===== config.mk =====
export PLATFORM = sky130hd
export DESIGN_NAME = gb_timer
export DESIGN_NICKNAME = d
export VERILOG_FILES = /design/src/rtl/gb_timer_pkg.sv /design/src/rtl/gb_timer_tick.sv /design/src/rtl/gb_timer.sv
export SDC_FILE = /design/constraint.sdc
export NUM_CORES = 1
export LEC_CHECK = 0
export CORE_MARGIN = 4
export CORE_UTILIZATION = 40
export CTS_CLUSTER_DIAMETER = 40
export DETAILED_ROUTE_END_ITERATION = 12
export REMOVE_ABC_BUFFERS = 1
export SLEW_MARGIN = 0
export SYNTH_ARGS = -nofsm -noshare
export SYNTH_HDL_FRONTEND = slang
export SYNTH_SLANG_ARGS = --single-unit

===== constraint.sdc =====
create_clock -name I_CLOCK -period 4 [get_ports I_CLOCK]
set_clock_uncertainty 0.05 [all_clocks]
set_input_delay 1 -clock I_CLOCK [delete_from_list [all_inputs] [get_ports I_CLOCK]]
set_output_delay 1 -clock I_CLOCK [all_outputs]
set_load 0.005 [all_outputs]

===== src/rtl/gb_timer_pkg.sv =====
// Shared constants for the DIV/TIMA/TMA/TAC timer block: register map,
// TAC clock-select tap table and overflow state encoding.
package gb_timer_pkg;

  localparam logic [15:0] ADDR_DIV  = 16'hFF04;
  localparam logic [15:0] ADDR_TIMA = 16'hFF05;
  localparam logic [15:0] ADDR_TMA  = 16'hFF06;
  localparam logic [15:0] ADDR_TAC  = 16'hFF07;

  // Cycles spent in OVF_WAIT (TIMA reads 00) before the reload cycle.
  localparam int OVF_WAIT_CYCLES = 4;

  typedef enum logic [1:0] {
    IDLE     = 2'd0,
    OVF_WAIT = 2'd1,
    RELOAD   = 2'd2
  } state_e;

  // SYSCNT bit that clocks TIMA for TAC[1:0] = 00/01/10/11.
  function automatic logic [3:0] tap_bit(input logic [1:0] sel);
    case (sel)
      2'b00:   return 4'd9;
      2'b01:   return 4'd3;
      2'b10:   return 4'd5;
      default: return 4'd7;
    endcase
  endfunction

endpackage


===== src/rtl/gb_timer_tick.sv =====
// Tap select plus falling-edge detect. tick_o is high for the one cycle in
// which the enabled tap has just gone 1->0, whether the counter rolled over
// or a DIV/TAC write moved it.
module gb_timer_tick
  import gb_timer_pkg::*;
(
  input  logic        clk_i,
  input  logic        rst_i,
  input  logic [15:0] syscnt_i,
  input  logic [2:0]  tac_i,
  output logic        tick_o
);

  logic src;
  logic src_q;

  assign src = tac_i[2] & syscnt_i[tap_bit(tac_i[1:0])];

  // Remember last cycle's tick source for edge detection.
  always_ff @(posedge clk_i) begin
    if (rst_i) src_q <= 1'b0;
    else       src_q <= src;
  end

  assign tick_o = src_q & ~src;

endmodule


===== src/rtl/gb_timer.sv =====
// DIV/TIMA/TMA/TAC timer: registers, bus decode and TIMA overflow handling.
// GB_TIMER_OVF_DELAY_EN selects the 4-cycle delayed reload (OVF_WAIT ->
// RELOAD); without it TMA is reloaded and the interrupt raised on the wrap edge.
module gb_timer
  import gb_timer_pkg::*;
(
  input  logic        I_CLOCK,
  input  logic        I_RESET,
  input  logic [15:0] I_CPU_ADDR,
  input  logic [7:0]  I_CPU_DATA,
  input  logic        I_MEM_WE_L,
  output logic [7:0]  O_DATA,
  output logic        O_DATA_VALID,
  output logic        O_TIMER_INTERRUPT
);

  logic [15:0] syscnt_q, syscnt_d;
  logic [7:0]  tima_q, tima_d;
  logic [7:0]  tma_q, tma_d;
  logic [2:0]  tac_q, tac_d;
  logic        irq_q, irq_d;
  logic        tick;
  logic        hit, wr;
  logic        wr_div, wr_tima, wr_tma, wr_tac;

  // FF04..FF07 share the upper 14 address bits.
  assign hit     = (I_CPU_ADDR[15:2] == ADDR_DIV[15:2]);
  assign wr      = hit & ~I_MEM_WE_L & ~I_RESET;
  assign wr_div  = wr & (I_CPU_ADDR == ADDR_DIV);
  assign wr_tima = wr & (I_CPU_ADDR == ADDR_TIMA);
  assign wr_tma  = wr & (I_CPU_ADDR == ADDR_TMA);
  assign wr_tac  = wr & (I_CPU_ADDR == ADDR_TAC);

  assign O_DATA_VALID      = hit;
  assign O_TIMER_INTERRUPT = irq_q;

  // Combinational register read mux.
  always_comb begin
    O_DATA = 8'h00;
    case (I_CPU_ADDR)
      ADDR_DIV:  O_DATA = syscnt_q[15:8];
      ADDR_TIMA: O_DATA = tima_q;
      ADDR_TMA:  O_DATA = tma_q;
      ADDR_TAC:  O_DATA = {5'b11111, tac_q};
      default:   O_DATA = 8'h00;
    endcase
  end

  gb_timer_tick u_tick (
    .clk_i    (I_CLOCK),
    .rst_i    (I_RESET),
    .syscnt_i (syscnt_q),
    .tac_i    (tac_q),
    .tick_o   (tick)
  );

  // Free-running counter and plain CPU-written registers.
  always_comb begin
    syscnt_d = wr_div ? 16'h0000 : syscnt_q + 16'd1;
    tma_d    = wr_tma ? I_CPU_DATA : tma_q;
    tac_d    = wr_tac ? I_CPU_DATA[2:0] : tac_q;
  end

`ifdef GB_TIMER_OVF_DELAY_EN
  state_e     state_q, state_d;
  logic [1:0] cnt_q, cnt_d;

  // Overflow FSM: TIMA next value, wait counter and interrupt.
  always_comb begin
    state_d = state_q;
    cnt_d   = cnt_q;
    tima_d  = tima_q;
    irq_d   = 1'b0;
    unique case (state_q)
      IDLE: begin
        if (wr_tima) begin
          tima_d = I_CPU_DATA;
        end else if (tick) begin
          if (tima_q == 8'hFF) begin
            tima_d  = 8'h00;
            state_d = OVF_WAIT;
            cnt_d   = 2'd0;
          end else begin
            tima_d = tima_q + 8'd1;
          end
        end
      end
      OVF_WAIT: begin
        if (wr_tima) begin
          // CPU write cancels the pending reload and interrupt.
          tima_d  = I_CPU_DATA;
          state_d = IDLE;
        end else if (cnt_q == 2'(OVF_WAIT_CYCLES - 1)) begin
          tima_d  = tma_q;
          state_d = RELOAD;
          irq_d   = 1'b1;
        end else begin
          cnt_d = cnt_q + 2'd1;
          if (tick) tima_d = tima_q + 8'd1;
        end
      end
      RELOAD: begin
        // TIMA writes and ticks lose to the reload; a TMA write follows through.
        state_d = IDLE;
        if (wr_tma) tima_d = I_CPU_DATA;
      end
      default: state_d = IDLE;
    endcase
  end

  // Overflow FSM state register.
  always_ff @(posedge I_CLOCK) begin
    if (I_RESET) begin
      state_q <= IDLE;
      cnt_q   <= 2'd0;
    end else begin
      state_q <= state_d;
      cnt_q   <= cnt_d;
    end
  end
`else
  // Immediate reload: wrap edge loads TMA and raises the interrupt.
  always_comb begin
    tima_d = tima_q;
    irq_d  = 1'b0;
    if (wr_tima) begin
      tima_d = I_CPU_DATA;
    end else if (tick) begin
      if (tima_q == 8'hFF) begin
        tima_d = tma_q;
        irq_d  = 1'b1;
      end else begin
        tima_d = tima_q + 8'd1;
      end
    end
  end
`endif

  // Timer register file and interrupt flop.
  always_ff @(posedge I_CLOCK) begin
    if (I_RESET) begin
      syscnt_q <= 16'h0000;
      tima_q   <= 8'h00;
      tma_q    <= 8'h00;
      tac_q    <= 3'b000;
      irq_q    <= 1'b0;
    end else begin
      syscnt_q <= syscnt_d;
      tima_q   <= tima_d;
      tma_q    <= tma_d;
      tac_q    <= tac_d;
      irq_q    <= irq_d;
    end
  end

endmodule


After elaboration in Yosys (flattened, before gate mapping)
Cells that the tools add are included.
- register bits: 37
- output and inout bits: 10
- word-level logic and storage cells: 41
- add/subtract/negate cells: 2
- $lt $le $gt $ge: 1
- equality and inequality tests: 8
- mux-type cells: 8
- bitwise gates (word level): 12
- reductions and logical operators: 4
- operator list (operator ; number):
    16-bit equality test (second input constant) ; 4
    8-bit one-hot mux with 4 select lines ; 1
    8-bit two-way mux ; 3
    16-bit by 1-bit adder with 16-bit output (second input constant) ; 1
    14-bit equality test (second input constant) ; 1
    4-bit one-hot mux with 3 select lines ; 1
    8-bit by 1-bit adder with 8-bit output (second input constant) ; 1
    1-bit bitwise AND ; 8
    8-bit equality test (second input constant) ; 1
    4-bit by 5-bit < comparator with 1-bit output (second input constant) ; 1
    1-bit binary-select mux with 4-bit select ; 1
    1-bit inverter ; 4
    3-bit OR reduction ; 1
    2-bit by 1-bit equality test with 1-bit output (second input constant) ; 1
    2-bit equality test (second input constant) ; 1
    2-bit zero test ; 1
    1-bit two-way mux ; 2
    2-bit nonzero test ; 1
    2-bit OR reduction ; 1

Depth between registers and ports, before layout
Gate-level depths: netlist of the first run.
- depth after elaboration: 9
- depth in mapped cells: 6

Modules after synthesis
Synthesis of the first run repeated with hierarchy kept, for this count alone.
- cells, all modules: 227
- area total of the unflattened synthesis: 2048.2 µm²
- by module, submodules not included (module ; times used ; cells each ; area an instance (µm²) ; seq. area each (µm²)):
    gb_timer ; 1 ; 218 ; 1969.4 ; 720.7
    gb_timer_tick ; 1 ; 9 ; 78.8 ; 20.0

Worst setup path after synthesis of the first run
No wires, ideal clock.
- path kind: in2out
- start: input port I_CPU_ADDR[3]
- end: output port O_DATA[0]
- arrival time: 2.448 ns
- path slack: 0.502 ns
- cell stages on the path: 6
- buffers on the path: 1
- path through: or4b_4 > nor4_4 > buf_4 > nand2_1 > nor2_1 > a221o_1
- word-level cells in the longest chain between the ends: 2
- elaborated cells on any way between the ends: 5
- those cells by class: 4 x eq/ne; 1 x mux
- ends and longest elaborated chain (element ; line ; RTL):
    from (decl) ; gb_timer.sv:9 ; input logic [15:0] I_CPU_ADDR,
    16-bit equality test ; gb_timer.sv:40 ; case (I_CPU_ADDR)
    8-bit one-hot mux with 4 select lines * ; gb_timer.sv:40 ;
    to (decl) ; gb_timer.sv:12 ; output logic [7:0] O_DATA,
Mark *: on every way between the ends. The rest lies on a longest branch, timed or not.

Worst setup path in the final report of the first run
- start: input port I_CPU_ADDR[4]
- end: output port O_DATA[2]
The elaborated chain is that of the path after synthesis.

==> reports/qor.yml, run 1 <==
placed_design:
  port_buffers: 36
  place.gp.congestion: 0.7929
  dpl_cell_area_um2: 2469
  post-place-ws_ns: -0.4826
  dp_hpwl_um: 3925
  dpl.cell_count: 323
timing:
  finalHoldViolations: 0
  fin_tns_setup_ns: 0
  holdWs_ns: 0.4142
  period_share: 0.9696
  clock.fmax_mhz: 257.8
  rsz0062_at_grt: "false"
  worstMarginPinSlew_ns: 0.4728
  fin_ws_ns: 0.1215
  slew_headroom: 0.6803
  finalCriticalPeriod_ns: 3.879
  setup-violations-final: 0
  maxSlewViolCount: 0
critical_path:
  path_delay_family: "simple AND/OR/NAND/NOR gates"
  required_ns: 2.95
  regToRegStartpoint: "tima_q[0]"
  start_kind: "primary input"
  cpMostUsedCell: "buf_4"
  r2r-end: "tima_q[1]"
  path_cells: "clkdlybuf4s15_1, or4b_4, nor4_4, buf_4, buf_6, and3b_1, buf_4, a22o_1, a221o_1, buf_2"
  crit_path_max_incr_delay_ns: 0.54
  end_kind: "output port"
  worst_path_max_delay_cell: "or4b_4"
  crit_buf_inv: 5
  r2r_slack_ns: 1.94
  worstPathMaxFanout: 2
  critical_path_arrival_ns: 2.83
  reg2reg_depth: 6
  path_class: "primary input to output port"
grt:
  grt_pass1_vias: 1697
  grt_pass1_wl_um: 8728
  grt_usage: 0.1762
  grt_max_degree: 22
  grt_overflow: 0
  antenna_found_initial: 0
logic_synthesis:
  synth_seq_cells: 37
  syn_inst: 224
  synthFlopType: "dfxtp_1"
  syn_area_per_cell_um2: 9.043
  synth-async-reset-ratio: 0
  netlist_top_cells_area: "dfxtp_1 37%, mux2i_1 7.4%, nor2_1 6.3%, xor2_1 4.8%, o221a_2 3.3%"
  synth_edf_count: 0
  synth_area_um2: 2026
  synth_common_cells: "37 x dfxtp_1, 34 x nor2_1, 17 x nand2_1"
  yosys_warnings: 0
  synth_cell_types: 45
  synth_top_cell_by_area: "dfxtp_1"
  synth_top_area_share: 0.3657
  yosysSeqAreaShare: 0.3657
  yosysMostFrequentCell: "dfxtp_1"
cts:
  cts_root_buf: "clkbuf_8"
  worst_skew_pair.late_latency_ns: 0.28
  path_clk_slew_ns: 0.07
  cts_tree: "done"
  numCtsBuffers: 5
  clockBufferDepth: 2
  clock_sinks: 37
  htree_levels: 2
die:
  num_rows: 25
  start_util: 0.4205
  die-area_um2: 6267
  die_x_um: 79.17
  core_area_um2: 4817
  die-height_um: 79.17
  ios: 37
pwr:
  p_leak_nw: 1.013
  p_per_area_nw_per_um2: 272.6
  peakVddDrop_mv: 0.3039
  p_total_mw: 0.7101
drt:
  postRouteAntennaNets: 0
  drt_pre_antenna_iters: 4
  drt_iter0_markers: 108
  routedWlPerCell_um: 15.40
  drc_errors: 0
  vias: 1777
  via_per_inst: 5.289
  routed_wl_um: 5173
worst_hold_path:
  min_to: "syscnt_q[0]"
  whs_path_depth: 1
  min_from: "syscnt_q[0]"
  min_path_type: "register to register"
layout:
  drive_gt1_frac: 0.1524
  fin_cells: 336
  nNetsFinal: 297
  final_util: 0.5408
  diodes: 0
  design_area_um2: 2605
  syn2layout_area_growth_pct: 28.60
flow_run:
  drv_cap: 0
outcome:
  status: "finished clean"
==> worst max path at each step <==
stage | start | endpoint | slack, ns | depth (start not counted)
detailed placement | I_CPU_ADDR[3] | O_DATA[2] | -0.48 | 8
global route | I_CPU_ADDR[4] | O_DATA[2] | 0.01 | 10
CTS | I_CPU_ADDR[5] | O_DATA[2] | -0.09 | 10
global placement | I_CPU_ADDR[3] | O_DATA[2] | -0.46 | 8
floorplan | I_CPU_ADDR[3] | O_DATA[2] | 0.25 | 5
finish | I_CPU_ADDR[4] | O_DATA[2] | 0.12 | 10
==> worst register-to-register path: cells and delay by family (launching register included) <==
family	cells	cell delay (ns)
AOI/OAI and AO/OA	2	0.44
DFF	1	0.52
adders and majority gates	1	0.37
and+or+nand+nor	2	0.53
muxes	1	0.10
==> layout by cell type (no fill, tap or decap), drive strengths merged, types with 2 or more instances in the layout <==
| cell | netlist | layout |
|---|---|---|
| a22o | 4 | 4 |
| buf | 4 | 16 |
| a221o | 3 | 3 |
| nand2b | 5 | 5 |
| dfxtp | 37 | 37 |
| mux2 | 5 | 5 |
| nand2 | 17 | 17 |
| xor2 | 11 | 11 |
| ha | 2 | 2 |
| o211ai | 2 | 2 |
| nand3 | 7 | 7 |
| nor2 | 34 | 34 |
| clkbuf | 8 | 7 |
| inv | 3 | 3 |
| clkdlybuf4s50 | 0 | 27 |
| o311ai | 2 | 2 |
| nand4 | 8 | 8 |
| and4 | 4 | 4 |
| mux2i | 15 | 15 |
| o21ai | 5 | 5 |
| a41oi | 3 | 3 |
| nor3b | 2 | 2 |
| dlygate4sd2 | 0 | 2 |
| and3 | 3 | 3 |
| and2 | 7 | 7 |
| o221a | 6 | 6 |
| a21oi | 8 | 8 |
| dlymetal6s2s | 0 | 3 |
| xnor2 | 3 | 3 |
| a211o | 2 | 2 |
==> report_power, final <==
part	internal (mW)	switching, mW	total (mW)
sequential	0.371	0.00204	0.373
combinational	0.0306	0.0217	0.0523
clock	0.156	0.129	0.285
total	0.557	0.153	0.710
==> metal layers <==
layer  global-route usage  wire (um)  vias up
met5                    0          0        -
met1               0.2367       2435      834
li1                     -          -      914
met2               0.2887       2548       25
met4              0.04296         45        0
met3              0.03628        143        4
==> flip-flops by register name, summed over array words and instances, names as in the netlist <==
name,count
tma_q,8
syscnt_q,16
tima_q,8
O_TIMER_INTERRUPT,1
u_tick.src_q,1
tac_q,3
==> logic make-up after synthesis <==
kind of cell	share of synthesized area
mux	0.1019
xor+xnor	0.06053
compound gates	0.1711
buf+inv	0.03582
fa+ha+maj	0.01235
flops	0.3657
simple gates	0.2526
==> repair_timing <==
| item | in CTS | in global routing |
|---|---|---|
| pin swaps | 4 | 3 |
| hold buffers | 0 | 0 |
| setup buffers | 4 | 2 |
| setup endpoints to repair | 9 | 6 |
| gates resized for setup | 15 | 6 |
==> final cells by class <==
| class | instances | area [um2] |
|---|---|---|
| timing repair buffer | 49 | 455.4 |
| multi-input combinational | 172 | 1212 |
| clock buffer | 7 | 96.34 |
| sequential | 37 | 740.7 |
| clock inverter | 1 | 5.005 |
| tap | 67 | 83.83 |
| fill | 477 | 2212 |
| inverter | 3 | 11.26 |
(Power assumes the default switching activity.)
==> inputs of run 2 (changes only) <==
--- a/config.mk
+++ b/config.mk
@@ -6,9 +6,10 @@
 export NUM_CORES = 1
 export LEC_CHECK = 0
 export CORE_MARGIN = 4
-export CORE_UTILIZATION = 40
+export CORE_UTILIZATION = 42
 export CTS_CLUSTER_DIAMETER = 40
 export DETAILED_ROUTE_END_ITERATION = 12
+export PLACE_DENSITY = 0.69
 export REMOVE_ABC_BUFFERS = 1
 export SLEW_MARGIN = 0
 export SYNTH_ARGS = -nofsm -noshare
==> constraint.sdc (replaced) <==
create_clock -name I_CLOCK -period 3.15 [get_ports I_CLOCK]
set_clock_uncertainty 0.05 [all_clocks]
set_input_delay 0.7875 -clock I_CLOCK [delete_from_list [all_inputs] [get_ports I_CLOCK]]
set_output_delay 0.7875 -clock I_CLOCK [all_outputs]
set_load 0.005 [all_outputs]
==> run 2 against run 1 <==
  * The run now ends with negative setup slack left
  * First-iteration DRC count up 44%
  * Non-clock buffer count grew 7
  * Sequential power rose by 27%
  * Critical path type unchanged
  * Largest cell class unchanged
  * Largest power group is now clock
  * Highest routed layer unchanged
==> reports/qor.yml, run 2 (synthesized netlist as in run 1, its figures left out) <==
outcome:
  status: "finished with violations"
  violations: "negative setup slack"
drt:
  drt_iter0_markers: 156  # +44%
  via_per_inst: 5.618  # +6.2%
  vias: 1854  # +4.3%
  drt_pre_antenna_iters: 4  # unchanged
  routedWlPerCell_um: 15.34  # -0.37%
  postRouteAntennaNets: 0  # unchanged
  drc_errors: 0  # unchanged
  routed_wl_um: 5062  # -2.1%
critical_path:
  required_ns: 2.31  # -0.64 ns
  path_class: "primary input to output port"
  crit_path_max_incr_delay_ns: 0.53  # about the same
  end_kind: "output port"
  path_cells: "buf_6, or4b_4, nor4_4, buf_4, nor3b_4, buf_4, a22o_1, a221o_1, buf_2"
  start_kind: "primary input"
  worst_path_max_delay_cell: "or4b_4"
  worstPathMaxFanout: 3  # +1
  path_delay_family: "simple AND/OR/NAND/NOR gates"
  critical_path_arrival_ns: 2.49  # -0.34 ns
  crit_buf_inv: 4  # -1
  cpMostUsedCell: "buf_4"
pwr:
  combPwrFrac: 0.063  # -0.011
  peakVddDrop_mv: 0.2908  # -4.3%
  pwr-share-clk: 0.475  # +0.073
  p_leak_nw: 1.071  # +5.8%
  swShare: 0.1977  # -0.01783
  p_int_mw: 0.8215  # +47%
  p_per_area_nw_per_um2: 383.7  # +41%
  switching_power_mw: 0.2024  # +32%
  seqPwrFrac: 0.462  # -0.063
layout:
  multi_input_area_um2: 1225  # +1.0%
  most-common-layout-cells: "37 x dfxtp_1, 34 x nor2_1, 17 x nand2_1, 17 x buf_4, 15 x mux2i_1"
  syn2layout_area_growth_pct: 31.75
  drive_gt1_frac: 0.1957  # +0.04324
  final_common_cell: "dfxtp_1"
  fill_cells: 435  # -8.8%
  fin_cells: 330  # -1.8%
  top_register: "syscnt_q"
  top_regs: "syscnt_q: 16 flops, tima_q: 8 flops, tma_q: 8 flops"
  largest_reg_flops: 16  # unchanged
  register_area_um2: 740.7  # unchanged
  diodes: 0  # unchanged
  nNetsFinal: 304  # +2.4%
placed_design:
  dp_hpwl_um: 3743  # -4.6%
  dpl.cell_count: 314  # -2.8%
  post-place-ws_ns: -0.8751  # -0.3925 ns
  port_buffers: 36  # unchanged
  place.gp.congestion: 0.8580  # +8.2%
cts:
  cts_root_buf: "clkbuf_8"
  worst_skew_pair.late_latency_ns: 0.29  # about the same
  path_clk_slew_ns: 0.07  # about the same
  clock_sinks: 37  # unchanged
  clockBufferDepth: 2  # unchanged
  cts_tree: "done"
  numCtsBuffers: 5  # unchanged
  htree_levels: 2  # unchanged
die:
  core_area_um2: 4692  # -2.6%
  die-height_um: 77.45  # -2.2%
  die_x_um: 77.45  # -2.2%
  die-area_um2: 5999  # -4.3%
  num_rows: 25  # unchanged
  ios: 37  # unchanged
  start_util: 0.4317  # +0.01121
timing:
  rsz0062_at_grt: "true"
  finalHoldViolations: 0  # unchanged
  slew_headroom: 0.7509  # +0.07057
  fin_ws_ns: -0.1740  # -0.2955 ns
  finalCriticalPeriod_ns: 3.324
  maxSlewViolCount: 0  # unchanged
  setup-violations-final: 3  # +3
  worstMarginPinSlew_ns: 0.3684  # -0.1044 ns
  clock.fmax_mhz: 300.8
  period_share: 1.055
grt:
  antenna_found_initial: 0  # unchanged
  grt_pass1_vias: 1633  # -3.8%
  grt_overflow: 0  # unchanged
  grt_usage: 0.1743  # -0.001865
  grt_max_degree: 22  # unchanged
  grt_pass1_wl_um: 8335  # -4.5%
flow_run:
  drv_cap: 0  # unchanged
worst_hold_path:
  min_path_type: "register to register"
## run 2: path summary, 6_finish.rpt
| check | end | depth (start not counted) | start | slack [ns] |
|---|---|---|---|---|
| hold reg to reg | syscnt_q[0] | 1 | syscnt_q[0] | 0.40 |
| hold / removal | syscnt_q[0] | 1 | syscnt_q[0] | 0.40 |
| setup / recovery | O_DATA[2] | 9 | I_CPU_ADDR[4] | -0.17 |
| setup reg to reg | tima_q[1] | 6 | tima_q[1] | 1.17 |
## run 2: cell type report
type	count	share of cell area
multi-input cells	172	0.4590
flip-flops and latches	37	0.2775
repair buffers	56	0.1838
clock buffers	5	0.02579
well taps	54	0.02532
clock inverters	3	0.02438
inverters	3	0.004219
## run 2: timing repair
action / 4_1_cts / 5_1_grt
gates cloned: 0 / 0
setup buffers: 4 / 4
hold buffers: 0 / 0
gates resized for setup: 44 / 7
setup endpoints to repair: 9 / 8
pin swaps: 7 / 0
## run 2: layer usage
| layer | part of all wire | global-route usage | routed length (um) | vias up |
|---|---|---|---|---|
| li1 | - | - | - | 920 |
| met1 | 0.43 | 0.2263 | 2188 | 884 |
| met2 | 0.50 | 0.2867 | 2547 | 41 |
| met3 | 0.049 | 0.03712 | 246 | 9 |
| met4 | 0.016 | 0.05872 | 80 | 0 |
| met5 | 0 | 0 | 0 | - |
## run 2: power groups by stage
stage	sequential, mW	clock (mW)	combinational (mW)
2_1_floorplan	0.483	0	0.0161
3_3_place_gp	0.484	0	0.0690
3_5_place_dp	0.484	0	0.0693
4_1_cts	0.473	0.495	0.0650
5_1_grt	0.473	0.511	0.0709
6_report	0.473	0.486	0.0648
## run 2: metrics by stage
| stage | hold slack (ns) | total power, mW | utilization | setup TNS, ns | area, um2 |
|---|---|---|---|---|---|
| after floorplan | 0.3629 | 0.4996 | - | -0.5114 | 1964 |
| after global routing | 0.4107 | 1.055 | 0.5688 | -0.6728 | 2669 |
| after global placement | 0.3766 | 0.5528 | 0.5317 | -7.119 | 2495 |
| after CTS | 0.3964 | 1.033 | 0.5616 | -0.2753 | 2635 |
| after detailed placement | 0.3861 | 0.5533 | 0.5317 | -7.405 | 2495 |
| final | 0.3951 | 1.024 | 0.5688 | -0.4313 | 2669 |
==> inputs of run 3 (changes only) <==
--- a/config.mk
+++ b/config.mk
@@ -5,10 +5,11 @@
 export SDC_FILE = /design/constraint.sdc
 export NUM_CORES = 1
 export LEC_CHECK = 0
-export CORE_MARGIN = 4
+export CORE_MARGIN = 2
 export CORE_UTILIZATION = 42
 export CTS_CLUSTER_DIAMETER = 40
 export DETAILED_ROUTE_END_ITERATION = 12
+export MAX_ROUTING_LAYER = met4
 export PLACE_DENSITY = 0.69
 export REMOVE_ABC_BUFFERS = 1
 export SLEW_MARGIN = 0
==> run 3 against run 2 <==
  * The flow still finishes with violations (negative setup slack)
  * Clock power is essentially flat
  * Fmax grew 1.7%
  * Die area shrank 10%
  * Via count shrank 1.4%
  * Final cell count grew 1.5%
  * Critical path depth shrank 1
  * Wire length grew 1.4%
  * First-iteration DRC count grew 9.0%
  * Global-route usage grew 4.1 points
  * Flip-flop and latch count is the same
  * Non-clock buffer count grew 5
  * Register-to-register slack is essentially flat
  * Critical path type unchanged
==> reports/qor.yml, run 3 (synthesized netlist as in run 1, its figures left out) <==
outcome:
  status: "finished with violations"
  violations: "negative setup slack"
worst_hold_path:
  min_path_type: "register to register"
  min_to: "syscnt_q[0]"
  min_from: "syscnt_q[0]"
  whs_path_depth: 1  # unchanged
critical_path:
  crit_buf_inv: 3  # -1
  crit_path_max_incr_delay_ns: 0.53  # about the same
  r2r_slack_ns: 1.16  # about the same
  start_kind: "primary input"
  regToRegStartpoint: "tima_q[0]"
  cpMostUsedCell: "buf_6"
  critical_path_arrival_ns: 2.43  # -0.06 ns
  required_ns: 2.31  # about the same
  path_cells: "buf_6, or4b_4, nor4_4, nor3b_4, buf_6, a22o_1, a221o_1, buf_2"
  r2r-end: "tima_q[1]"
  path_class: "primary input to output port"
  worst_path_max_delay_cell: "or4b_4"
  path_delay_family: "simple AND/OR/NAND/NOR gates"
  reg2reg_depth: 6  # unchanged
  worstPathMaxFanout: 4  # +1
  end_kind: "output port"
drt:
  drt_pre_antenna_iters: 4  # unchanged
  drt_iter0_markers: 170  # +9.0%
  routedWlPerCell_um: 15.32  # -0.13%
  vias: 1828  # -1.4%
  drc_errors: 0  # unchanged
  postRouteAntennaNets: 0  # unchanged
  via_per_inst: 5.457  # -2.9%
  routed_wl_um: 5132  # +1.4%
placed_design:
  dp_hpwl_um: 3606  # -3.7%
  dpl_cell_area_um2: 2497  # +0.10%
  place.gp.congestion: 0.8297  # -3.3%
  port_buffers: 36  # unchanged
  post-place-ws_ns: -0.9041  # -0.02899 ns
  dpl.cell_count: 316  # +0.64%
layout:
  drive_gt1_frac: 0.2349  # +0.03922
  final_util: 0.5835  # +0.01467
  syn2layout_area_growth_pct: 35.15
  largest_reg_flops: 16  # unchanged
  top_regs: "syscnt_q: 16 flops, tima_q: 8 flops, tma_q: 8 flops"
  top_register: "syscnt_q"
  nNetsFinal: 309  # +1.6%
  design_area_um2: 2738  # +2.6%
  final_common_cell: "dfxtp_1"
  multi_input_area_um2: 1262  # +3.1%
  fin_cells: 335  # +1.5%
  most-common-layout-cells: "37 x dfxtp_1, 33 x nor2_1, 22 x buf_4"
  fill_cells: 423  # -2.8%
  register_area_um2: 740.7  # unchanged
  diodes: 0  # unchanged
timing:
  rsz0062_at_grt: "true"
  finalHoldViolations: 0  # unchanged
  finalCriticalPeriod_ns: 3.270  # -0.05436 ns
  fin_ws_ns: -0.1196  # +0.05436 ns
  period_share: 1.038  # -0.01726
  maxSlewViolCount: 0  # unchanged
  slew_headroom: 0.7533  # +0.002383
  clock.fmax_mhz: 305.8  # +1.7%
  setup-violations-final: 5  # +2
  worstMarginPinSlew_ns: 0.3649  # -0.003525 ns
  holdWs_ns: 0.3876  # -0.007595 ns
grt:
  grt_pass1_vias: 1783  # +9.2%
  grt_pass1_wl_um: 8597  # +3.1%
  grt_usage: 0.2156  # +0.04131
  grt_max_degree: 22  # unchanged
  antenna_found_initial: 0  # unchanged
  grt_overflow: 0  # unchanged
cts:
  path_clk_slew_ns: 0.07  # about the same
  cts_root_buf: "clkbuf_8"
  htree_levels: 2  # unchanged
  worst_skew_pair.late_latency_ns: 0.29  # about the same
  clock_sinks: 37  # unchanged
  ctsHoldBuffers: 0  # unchanged
  clockBufferDepth: 2  # unchanged
  cts_tree: "done"
  numCtsBuffers: 5  # unchanged
die:
  start_util: 0.4317  # unchanged
  die_x_um: 73.45  # -5.2%
  ios: 37  # unchanged
  die-area_um2: 5395  # -10%
  die-height_um: 73.45  # -5.2%
  num_rows: 25  # unchanged
  core_area_um2: 4692  # unchanged
pwr:
  p_leak_nw: 1.105  # +3.1%
  peakVddDrop_mv: 0.3942  # +36%
  p_per_area_nw_per_um2: 374.7  # -2.3%
flow_run:
  drv_cap: 0  # unchanged
==> run 3: cell types whose count changed in the layout (fill, tap and decap cells not counted), sizes merged <==
cell | before | now
clkdlybuf4s15 | 5 | 0
buf | 26 | 37
dlygate4sd2 | 11 | 10
==> run 3: layer usage <==
| metal | vias up | wire, um | global-route usage | share of wire |
|---|---|---|---|---|
| li1 | 939 | - | - | - |
| met5 | - | 0 | - | 0 |
| met1 | 847 | 2382 | 0.2794 | 0.46 |
| met4 | 0 | 55 | 0.07475 | 0.011 |
| met3 | 4 | 203 | 0.04115 | 0.040 |
| met2 | 38 | 2491 | 0.3363 | 0.49 |
==> run 3: worst reg2reg max path, cell delays in order (launching register included) <==
cell and delay (ns):
dfxtp_1 0.52, ha_1 0.35, nand4_1 0.26, nor2_1 0.23, mux2i_1 0.10, a211o_1 0.29, a21oi_1 0.13
==> run 3: worst max-delay path by stage <==
stage                        startpoint        end  slack (ns)  cells past startpoint
final                     I_CPU_ADDR[4]  O_DATA[2]       -0.12                      8
after global routing      I_CPU_ADDR[4]  O_DATA[2]       -0.16                      8
after CTS                 I_CPU_ADDR[4]  O_DATA[0]       -0.09                      8
after detailed placement  I_CPU_ADDR[3]  O_DATA[2]       -0.90                      8
after global placement    I_CPU_ADDR[3]  O_DATA[2]       -0.86                      7
after floorplan           I_CPU_ADDR[3]  O_DATA[2]       -0.17                      5
==> run 3: what timing repair did <==
action / in CTS / in global routing
setup endpoints to repair: 9 / 8
resized for setup: 53 / 18
setup buffers: 8 / 3
endpoints found under the hold margin: 0 / 0
pin swaps: 9 / 1
cloned: 0 / 0
==> run 3: per-stage QoR <==
step | power [mW] | TNS (ns)
finish | 1.026 | -0.3353
global route | 1.067 | -0.5707
CTS | 1.035 | -0.2160
detailed placement | 0.5529 | -6.741
global placement | 0.5522 | -6.482
floorplan | 0.4996 | -0.5114
==> run 3: cell type report <==
class / instances / share of cell area
clock buffer: 5 / 0.02514
inverter: 3 / 0.004113
timing repair buffer: 61 / 0.1906
sequential: 37 / 0.2706
tap: 54 / 0.02468
multi-input combinational: 172 / 0.4612
clock inverter: 3 / 0.02377
==> run 3: where the power goes <==
group | switching (mW) | internal (mW) | total [mW]
sequential | 0.00226 | 0.471 | 0.473
combinational | 0.0299 | 0.0359 | 0.0658
clock | 0.173 | 0.315 | 0.487
